--- src/rtl/tx_frame_arbiter.sv ---
`default_nettype none
// ============================================================================
// Module      : tx_frame_arbiter
// Description : Round-robin arbiter that grants one virtual-channel queue at
//               a time to a shared TX port. A frame is sent without
//               interruption until end of frame, then a fixed inter-frame gap
//               is inserted before the next arbitration.
// Revision    : 1.0 - initial release
// ============================================================================
module tx_frame_arbiter #(
    parameter int P_NUM_REQ    = 3,
    parameter int P_IFG_CYCLES = 12
) (
    input  logic                 clk_i,
    input  logic                 rstn_i,
    input  logic [P_NUM_REQ-1:0] req_i,
    input  logic [P_NUM_REQ-1:0] eof_i,
    output logic [P_NUM_REQ-1:0] grant_o,
    output logic [P_NUM_REQ-1:0] pop_o,
    output logic                 tx_ctrl_o,
    output logic                 busy_o,
    output logic [15:0]          frame_cnt_o
);

    localparam int IDX_W = (P_NUM_REQ > 1) ? $clog2(P_NUM_REQ) : 1;

    localparam logic [1:0] ST_IDLE = 2'd0;
    localparam logic [1:0] ST_SEND = 2'd1;
    localparam logic [1:0] ST_GAP  = 2'd2;

    // Gap counter counts down to zero inclusive, so it is loaded one short.
    localparam logic [7:0]       IFG_LOAD = 8'(P_IFG_CYCLES - 1);
    // Reset priority pointer sits on the top queue so queue 0 is searched first.
    localparam logic [IDX_W-1:0] LAST_RST = IDX_W'(P_NUM_REQ - 1);

    logic [1:0]           state_q,     state_d;
    logic [P_NUM_REQ-1:0] grant_q,     grant_d;
    logic [7:0]           gap_cnt_q,   gap_cnt_d;
    logic [15:0]          frame_cnt_q, frame_cnt_d;
    logic [IDX_W-1:0]     last_q,      last_d;

    logic                 w_win_found;
    logic [IDX_W-1:0]     w_win_idx;
    logic [P_NUM_REQ-1:0] w_win_onehot;
    int                   w_best;
    int                   w_dist;

    // Round-robin pick: the requester with the smallest upward distance from
    // the slot after the last winner wins.
    always_comb begin
        w_best       = P_NUM_REQ;
        w_dist       = 0;
        w_win_idx    = '0;
        w_win_onehot = '0;
        for (int i = 0; i < P_NUM_REQ; i++) begin
            w_dist = i - int'(last_q) - 1;
            if (w_dist < 0) begin
                w_dist = w_dist + P_NUM_REQ;
            end
            if (req_i[i] && (w_dist < w_best)) begin
                w_best    = w_dist;
                w_win_idx = IDX_W'(i);
            end
        end
        w_win_found = (w_best < P_NUM_REQ);
        for (int i = 0; i < P_NUM_REQ; i++) begin
            w_win_onehot[i] = w_win_found && (w_win_idx == IDX_W'(i));
        end
    end

    // Next-state logic for the IDLE -> SEND -> GAP frame sequencer.
    always_comb begin
        state_d     = state_q;
        grant_d     = grant_q;
        gap_cnt_d   = gap_cnt_q;
        frame_cnt_d = frame_cnt_q;
        last_d      = last_q;
        case (state_q)
            ST_IDLE: begin
                if (w_win_found) begin
                    state_d = ST_SEND;
                    grant_d = w_win_onehot;
                    last_d  = w_win_idx;
                end
            end
            ST_SEND: begin
                // Only the granted queue's end-of-frame flag matters here.
                if (|(eof_i & grant_q)) begin
                    state_d     = ST_GAP;
                    grant_d     = '0;
                    gap_cnt_d   = IFG_LOAD;
                    frame_cnt_d = frame_cnt_q + 16'd1;
                end
            end
            ST_GAP: begin
                if (gap_cnt_q == 8'd0) begin
                    state_d = ST_IDLE;
                end else begin
                    gap_cnt_d = gap_cnt_q - 8'd1;
                end
            end
            default: begin
                state_d = ST_IDLE;
                grant_d = '0;
            end
        endcase
    end

    // State registers with asynchronous active-low reset.
    always_ff @(posedge clk_i or negedge rstn_i) begin
        if (!rstn_i) begin
            state_q     <= ST_IDLE;
            grant_q     <= '0;
            gap_cnt_q   <= 8'd0;
            frame_cnt_q <= 16'd0;
            last_q      <= LAST_RST;
        end else begin
            state_q     <= state_d;
            grant_q     <= grant_d;
            gap_cnt_q   <= gap_cnt_d;
            frame_cnt_q <= frame_cnt_d;
            last_q      <= last_d;
        end
    end

    // Outputs decode registered state only.
    always_comb begin
        grant_o     = grant_q;
        pop_o       = (state_q == ST_SEND) ? grant_q : '0;
        tx_ctrl_o   = (state_q == ST_SEND);
        busy_o      = (state_q == ST_SEND) || (state_q == ST_GAP);
        frame_cnt_o = frame_cnt_q;
    end

endmodule
`default_nettype wire

--- config.mk ---
export PLATFORM = sky130hd
export DESIGN_NAME = tx_frame_arbiter
export DESIGN_NICKNAME = d
export VERILOG_FILES = /design/src/rtl/tx_frame_arbiter.sv
export SDC_FILE = /design/constraint.sdc
export NUM_CORES = 1
export LEC_CHECK = 0
export CORE_ASPECT_RATIO = 1.1
export CORE_MARGIN = 5
export CORE_UTILIZATION = 51
export CTS_BUF_LIST = sky130_fd_sc_hd__clkbuf_4
export CTS_CLUSTER_DIAMETER = 120
export CTS_CLUSTER_SIZE = 10
export DETAILED_ROUTE_END_ITERATION = 6
export PLACE_DENSITY = 0.81
export SYNTH_ARGS = -nofsm -noshare
export SYNTH_HDL_FRONTEND = slang
export SYNTH_SLANG_ARGS = --single-unit
--- constraint.sdc ---
create_clock -name clk_i -period 4.88 [get_ports clk_i]
set_input_delay 0.976 -clock clk_i [delete_from_list [all_inputs] [get_ports clk_i]]
set_output_delay 0.976 -clock clk_i [all_outputs]
set_load 0.01 [all_outputs]
Word level (Yosys, flattened, before mapping)
Index checks and enable logic that the tools add are counted.
{ "word_totals": {"reg_bits": 31, "elab_cells": 69, "input_bits": 8} }
{ "classes": {"magnitude_cmp": 7, "bitwise_logic": 2, "n_addsub": 11, "n_eq_ne": 8, "n_reduce_logical": 17, "muxes": 19} }
{ "op_table": {"columns": ["cell", "n"], "rows": [
  ["$mux W32", 6],
  ["$lt A32 B3 Y1 const B", 2],
  ["$lt A32 B32 Y1", 2],
  ["$add A16 B1 Y16 const B", 1],
  ["$mux W8", 2],
  ["$pmux W8 S2", 1],
  ["$add A4 B3 Y5 const B", 3],
  ["$lt A4 B1 Y1 const B", 3],
  ["$sub A3 B2 Y4 const B", 3],
  ["$mux W3", 3],
  ["$pmux W3 S3", 1],
  ["$reduce_and A3 Y1", 3],
  ["$logic_not A8 Y1", 1],
  ["$mux W2", 4],
  ["$sub A8 B1 Y8 const B", 1],
  ["$logic_and A1 B1 Y1", 6],
  ["$ne A2 B2 Y1 const B", 3],
  ["$pmux W2 S3", 1],
  ["$sub A1 B2 Y3 const A", 2],
  ["$eq A2 B1 Y1 const B", 2],
  ["$eq A2 B2 Y1 const B", 2],
  ["$logic_not A2 Y1", 2],
  ["$reduce_and A2 Y1", 2],
  ["$and A3 B3 Y3", 1],
  ["other kinds (7)", 7]
]} }

Depth between registers and ports, before layout
Gate-level depths: netlist of run 1.
{ "logic_depth": {"depth_word": 17, "ltp_mapped": 17, "ltp_nobuf": 17} }

Least setup slack after synthesis of run 1
Ideal clock, no wire load.
{ "synth_timing": {"kind": "register -> register", "from": "register last_q[1]", "to": "register state_q[1]", "setup_time_ns": 0.128, "arrival_ns": 3.847, "stages_incl_launch_ff": 18, "synth_period_minus_slack_ns": 3.975, "n_path_buf": 0, "required_ns": 4.752, "slack_ns": 0.905, "path_cell_list": "dfstp_2 -> inv_1 -> ha_1 -> and2_2 -> ha_1 -> o211a_1 -> a21boi_4 -> o21ai_4 -> inv_1 -> nand3_1 -> a21boi_0 -> ha_1 -> a211oi_1 -> nand2_1 -> a211o_1 -> a21bo_1 -> a31oi_1 -> mux2_1"} }
{ "synth_via": {"elab_chain_cells": 16} }
{ "synth_rtl": {"columns": ["element", "line", "rtl"], "rows": [
  ["start: declaration", "40", "logic [IDX_W-1:0] last_q, last_d;"],
  ["start signal: assignment", "122", "last_q <= last_d;"],
  ["$sub A1 B2 Y3", "56", "w_dist = i - int'(last_q) - 1;"],
  ["$sub A3 B2 Y4", "56", null],
  ["$add A4 B3 Y5 / $lt A4 B1 Y1 (equally long branches)", "58, 57", null],
  ["$mux W32", "57", "if (w_dist < 0) begin"],
  ["$lt A32 B3 Y1", "60", "if (req_i[i] && (w_dist < w_best)) begin"],
  ["$logic_and A1 B1 Y1", "60", null],
  ["$mux W32", "60", null],
  ["$lt A32 B32 Y1", "60", null],
  ["$logic_and A1 B1 Y1", "60", null],
  ["$mux W32", "60", null],
  ["$lt A32 B32 Y1", "60", null],
  ["$logic_and A1 B1 Y1", "60", null],
  ["$mux W32 *", "60", null],
  ["$lt A32 B3 Y1 *", "65", "w_win_found = (w_best < P_NUM_REQ);"],
  ["$ne A2 B2 Y1 (no source line) *", null, null],
  ["$reduce_and A3 Y1 (no source line) *", null, null],
  ["end signal: assignment", "118", "state_q <= state_d;"],
  ["end: declaration", "36", "logic [1:0] state_q, state_d;"]
]} }
Every way passes the cells marked *; elsewhere a longest branch is shown, timed or not.
A chain may end at the register's enable or synchronous reset.

Worst setup path after layout of run 1
{ "layout_timing": {"from": "register last_q[0]", "to": "register state_q[1]"} }
Same word-level chain as after synthesis.

==> summary.txt, run 1 <==
Synth
  – Async SR Flop Fraction: 100%
  – Cell area after synthesis: 0.00201 mm2
  – Most common flop cell mapped by yosys: dfrtp_1
  – Synth cell types: 50
  – Post-synthesis sequential area ratio: 38.6%
  – Synth Register Bits: 31
  – Post-synth EDFFs: 0
  – Mapped Cells: 211
  – Syn. warnings: 0
  – Avg Inst Size Synth: 9.54 um2

Min path
  – WHS Path Cells: 1
  – Worst Hold Class: flip-flop to flip-flop

Route
  – Vias per cell: 5.32
  – Drt wl/cell: 12.6 um
  – DR iter-0 viols: 138
  – First drt pass iteration count: 4
  – DRC: 0
  – Routed wire length: 3840 um
  – Routed Antenna Nets: 0
  – Vias: 1,618

Critical path
  – R2R Path End: state_q[1]
  – CP max FO: 10
  – Crit path from: last_q[0]
  – Reg2Reg Depth: 17
  – Crit path kind: flip-flop to flip-flop
  – R2R setup slack: 0.52 ns
  – CP endpoint: state_q[1]
  – R2r startpoint: last_q[0]
  – Crit start category: flip-flop
  – Worst EP arrival: 4.57 ns
  – CP required: 5.09 ns
  – CP endpoint kind: flip-flop

Cells and area
  – Commonest non-fill, non-tap cells in the layout: 31 x clkdlybuf4s50_1, 30 x dfrtp_1, 24 x nand2_1
  – Post-layout util: 62.9%
  – # diodes: 0
  – Area Growth Syn to Fin: 22.0%
  – Layout cells sized above 1: 6.75%
  – Commonest non-fill, non-tap cell in the layout: clkdlybuf4s50_1
  – Final Net Count: 281

Die
  – Die height: 75.9 um
  – Placement Rows: 24
  – I/O Pins: 32
  – Die X: 69.9 um
  – Initial Util: 51.6%
  – Die area: 0.00531 mm2
  – Core area: 0.00390 mm2

Timing
  – Final hold vios: 0
  – Fin crit share: 89.3%
  – Tmin final: 4.36 ns
  – Final Slew Violations: 0
  – Setup violators final: 0
  – Worst Clk Skew: 0.00836 ns
  – Total negative slack: 0 ns
  – Max Freq: 0.229 GHz
  – Slew margin rel.: 53.6%
  – Fin Hold WS: 0.472 ns
  – Actual slew at the worst max-slew pin: 0.696 ns
  – Unrepaired setup endpoints after global routing: false

CTS
  – Htree depth: 2
  – Worst-skew pair later-pin latency: 0.33 ns
  – CTS sink cnt: 31
  – Worst-path clk slew: 0.09 ns
  – # hold bufs at CTS: 0
  – Cts bufs inserted: 5
  – CTS tree: built
  – Post-cts sizing count: 0
  – Post-CTS Setup Inserts: 0
  – CTS max path bufs: 2
  – Root Buffer Master: clkbuf_4

Global routing
  – Grt total ovfl: 0
  – First-pass GRT wire length: 6710 um
  – Initial antenna violation count: 0
  – Pin count of the biggest net entering global routing: 32
  – Vias in the first global route: 1,561
  – Gr usage total: 15.7%

Job
  – Max Cap Violations: 0

Power
  – Lkg Pwr: 1.12 nW
  – P per Cell Area: 505 mW/mm2
  – VDD IR max: 0.000260 V
  – Power, Total: 1.24 mW

Placed design
  – Dpl hpwl: 3030 um
  – GP Congestion: 0.915
  – Count of buffers from port buffering: 31

Outcome
  – Status: completed
## routing by layer
metal	part of all wire (%)	vias to the layer above	global-route usage, %
met1	45	735	18.9
met4	1.8	0	6.38
met5	0	-	0
met2	48	51	27.5
li1	-	825	-
met3	5.9	7	3.83
## registers in the layout, summed over array words and instances, names as in the netlist
register	cells
last_q	2
grant_o	3
gap_cnt_q	8
frame_cnt_o	16
state_q	2
## cells in the mapped netlist, types with 2 or more instances
| cell type | n | area (um2) |
|---|---|---|
| dfrtp_1 | 30 | 751 |
| nand2_1 | 24 | 90.1 |
| ha_1 | 22 | 275 |
| xnor2_1 | 16 | 140 |
| inv_1 | 15 | 56.3 |
| nor2_1 | 14 | 52.6 |
| nand3_1 | 11 | 55.1 |
| a21oi_1 | 8 | 40.0 |
| nand4_1 | 6 | 37.5 |
| o21ai_0 | 6 | 30.0 |
| xor2_1 | 6 | 52.6 |
| nor3_1 | 5 | 25.0 |
| and2_1 | 4 | 25.0 |
| and3_1 | 3 | 18.8 |
| a22o_1 | 2 | 17.5 |
| a31oi_1 | 2 | 12.5 |
| and2_2 | 2 | 15.0 |
| nand2b_1 | 2 | 12.5 |
| nor2b_1 | 2 | 12.5 |
## cells by family (layout without fill, tap and decap cells)
logic type / after synthesis / count (layout) / synth area share, %
mux: 2 / 2 / 1.06
buf+inv: 16 / 56 / 2.98
simple gates: 79 / 79 / 19.2
fa+ha+maj: 22 / 22 / 13.7
compound gates: 38 / 38 / 14.7
flops: 31 / 31 / 38.6
xor+xnor: 22 / 22 / 9.57
other cells: 1 / 2 / 0.186
## stage by stage
step	cells	area (um2)	setup slack, ns
after global routing	304	2460	0.217
final	304	2460	0.523
after detailed placement	296	2400	0.263
after CTS	304	2460	0.512
after floorplan	212	2020	0.905
after global placement	296	2400	0.376
## worst min-delay path by stage
stage                                from               to  slack [ns]
after CTS                    gap_cnt_q[0]     gap_cnt_q[0]        0.48
after floorplan              gap_cnt_q[0]     gap_cnt_q[0]        0.44
final                        gap_cnt_q[0]     gap_cnt_q[0]        0.47
after global placement       gap_cnt_q[0]     gap_cnt_q[0]        0.46
after detailed placement     gap_cnt_q[0]     gap_cnt_q[0]        0.46
after global routing      frame_cnt_o[15]  frame_cnt_o[15]        0.49
## critical path, cell delays in order (launching register included)
cell      delay [ns]
dfrtp_1         0.54
inv_1           0.20
ha_1            0.40
and2_2          0.23
ha_1            0.26
o211a_1         0.22
a21boi_4        0.14
o21ai_4         0.22
inv_1           0.11
nand3_1         0.11
a21boi_0        0.19
ha_1            0.26
a211oi_1        0.19
nand2_1         0.09
a211o_1         0.31
a21bo_1         0.22
a31oi_1         0.19
mux2_1          0.33
## cell type report
class | instances | area [um2]
fill | 337 | 1450
multi-input combinational | 165 | 1180
sequential | 31 | 777
timing repair buffer | 33 | 325
tap | 52 | 65.1
inverter | 15 | 56.3
clock buffer | 5 | 37.5
clock inverter | 3 | 15.0
## power by group
group | total, mW | switching, mW | internal (mW)
logic | 0.699 | 0.375 | 0.324
clock network | 0.139 | 0.0860 | 0.0527
registers | 0.402 | 0.0756 | 0.327
total | 1.24 | 0.537 | 0.703
(Power assumes the default switching activity.)
==> run 2, diff against run 1 <==
--- a/config.mk
+++ b/config.mk
@@ -12,7 +12,7 @@
 export CTS_CLUSTER_DIAMETER = 120
 export CTS_CLUSTER_SIZE = 10
 export DETAILED_ROUTE_END_ITERATION = 6
-export PLACE_DENSITY = 0.81
+export PLACE_DENSITY = 0.76
 export SYNTH_ARGS = -nofsm -noshare
 export SYNTH_HDL_FRONTEND = slang
 export SYNTH_SLANG_ARGS = --single-unit
==> run 2 against run 1 <==
Against the previous run:
- critical path depth unchanged
- clock-buffer cell count up 1
- non-clock buffer count unchanged
- highest routed layer unchanged
- critical path type unchanged
- register-to-register slack about the same
==> summary.txt, run 2 (synthesis results as in run 1) <==
Outcome
  – Status: completed

Die
  – Die height: 75.9 um
  – I/O Pins: 32
  – Placement Rows: 24
  – Core area: 0.00390 mm2
  – Die X: 69.9 um
  – Initial Util: 51.6%
  – Die area: 0.00531 mm2

Timing
  – Final hold vios: 0
  – Max Freq: 0.230 GHz
  – Worst Clk Skew: 0.0115 ns
  – Total negative slack: 0 ns
  – Tmin final: 4.34 ns
  – Setup violators final: 0
  – Unrepaired setup endpoints after global routing: false
  – Fin crit share: 89.0%
  – Actual slew at the worst max-slew pin: 0.720 ns
  – Slew margin rel.: 52.0%
  – Fin Hold WS: 0.477 ns
  – Final Slew Violations: 0

Critical path
  – CP endpoint kind: flip-flop
  – Most Frequent Cell on Critical Path: ha_1
  – Worst path slowest cell: dfrtp_1
  – CP required: 5.10 ns
  – Critical path buffers and inverters: 2
  – Crit path max-delay family: compound AO/OA/AOI/OAI gates
  – Crit path kind: flip-flop to flip-flop
  – Critical-path cell list: inv_1, ha_1, and2_2, ha_1, o211a_1, a21boi_4, o21ai_4, inv_1, nand3_1, a21boi_0, ha_1, a211oi_1, nand2_1, a211o_1, a21bo_1, a31oi_1, mux2_1
  – CP peak stage delay: 0.53 ns
  – Worst EP arrival: 4.56 ns
  – Reg2Reg Depth: 17
  – Crit start category: flip-flop
  – Stages on worst setup path: 17
  – CP max FO: 10

CTS
  – CTS tree: built
  – Worst-skew pair later-pin latency: 0.33 ns
  – Post-CTS Setup Inserts: 0
  – Cts bufs inserted: 5
  – CTS sink cnt: 31
  – Worst-path clk slew: 0.09 ns
  – Post-cts sizing count: 0
  – Root Buffer Master: clkbuf_4
  – Htree depth: 2
  – CTS max path bufs: 2
  – # hold bufs at CTS: 0

Cells and area
  – Commonest non-fill, non-tap cells in the layout: 31 x clkdlybuf4s50_1, 30 x dfrtp_1, 24 x nand2_1
  – Max reg flops: 16
  – Area Growth Syn to Fin: 22.0%
  – Fillcell total: 317
  – Post-layout util: 62.9%
  – Layout cells sized above 1: 6.75%
  – Final Net Count: 281
  – # diodes: 0
  – Commonest non-fill, non-tap cell in the layout: clkdlybuf4s50_1
  – Reg area: 777 um2
  – Area of the multi-input gates: 0.00118 mm2

Placed design
  – Count of buffers from port buffering: 31
  – GP Congestion: 0.881
  – Dpl hpwl: 3010 um

Global routing
  – Grt total ovfl: 0
  – Gr usage total: 15.5%
  – Vias in the first global route: 1,519
  – First-pass GRT wire length: 6610 um
  – Pin count of the biggest net entering global routing: 32
  – Initial antenna violation count: 0

Route
  – Routed Antenna Nets: 0
  – Routed wire length: 3840 um
  – Vias per cell: 5.21
  – Drt wl/cell: 12.6 um
  – DR iter-0 viols: 60
  – Vias: 1,585
  – DRC: 0
  – First drt pass iteration count: 4

Power
  – VDD IR max: 0.000333 V
  – P per Cell Area: 505 mW/mm2
  – Lkg Pwr: 1.12 nW

Job
  – Max Cap Violations: 0

Min path
  – Worst Hold Class: flip-flop to flip-flop
  – WHS Path Cells: 1
-- run 2: worst reg2reg max path, cell delays in order (launching register included) --
cell and delay (ns):
dfrtp_1 0.53, inv_1 0.20, ha_1 0.39, and2_2 0.22, ha_1 0.27, o211a_1 0.22
a21boi_4 0.14, o21ai_4 0.23, inv_1 0.12, nand3_1 0.12, a21boi_0 0.20, ha_1 0.26
a211oi_1 0.19, nand2_1 0.09, a211o_1 0.32, a21bo_1 0.22, a31oi_1 0.18, mux2_1 0.33
-- run 2: path summary, 6_finish.rpt --
path	startpoint	end	slack [ns]
max in group asynchronous	rstn_i	last_q[1]	3.53
min	gap_cnt_q[0]	gap_cnt_q[0]	0.48
min in group asynchronous	rstn_i	state_q[1]	1.04
max	last_q[0]	state_q[1]	0.54
max reg2reg	last_q[0]	state_q[1]	0.54
min reg2reg	gap_cnt_q[0]	gap_cnt_q[0]	0.48
-- run 2: per-stage QoR --
step                      area (um2)  setup slack (ns)  total power, mW  instances
after global placement          2400             0.373             1.09        296
after detailed placement        2400             0.291             1.11        296
after CTS                       2460             0.535             1.25        304
final                           2460             0.536             1.24        304
after floorplan                 2020             0.905            0.905        212
after global routing            2460             0.225             1.37        304
-- run 2: final cells by class --
| type | instances | area share, % |
|---|---|---|
| Timing Repair Buffer | 33 | 13.2 |
| Tap cell | 52 | 2.65 |
| Multi-Input combinational cell | 165 | 48.0 |
| Inverter | 15 | 2.29 |
| Clock buffer | 6 | 1.83 |
| Clock inverter | 2 | 0.306 |
| Sequential cell | 31 | 31.6 |
-- run 2: where the power goes --
| part | switching [mW] | internal (mW) |
|---|---|---|
| Clock | 0.0808 | 0.0588 |
| Sequential | 0.0728 | 0.327 |
| Combinational | 0.379 | 0.323 |
-- run 2: layer usage --
metal  wire (um)  GRT usage, %  share of wire (%)  vias to the layer above
met5           0             0                  0                        -
met4          66          5.74                1.7                        0
met3         168          3.56                4.4                        7
met2        1780          27.0                 46                       31
met1        1830          19.2                 48                      730
li1            -             -                  -                      817
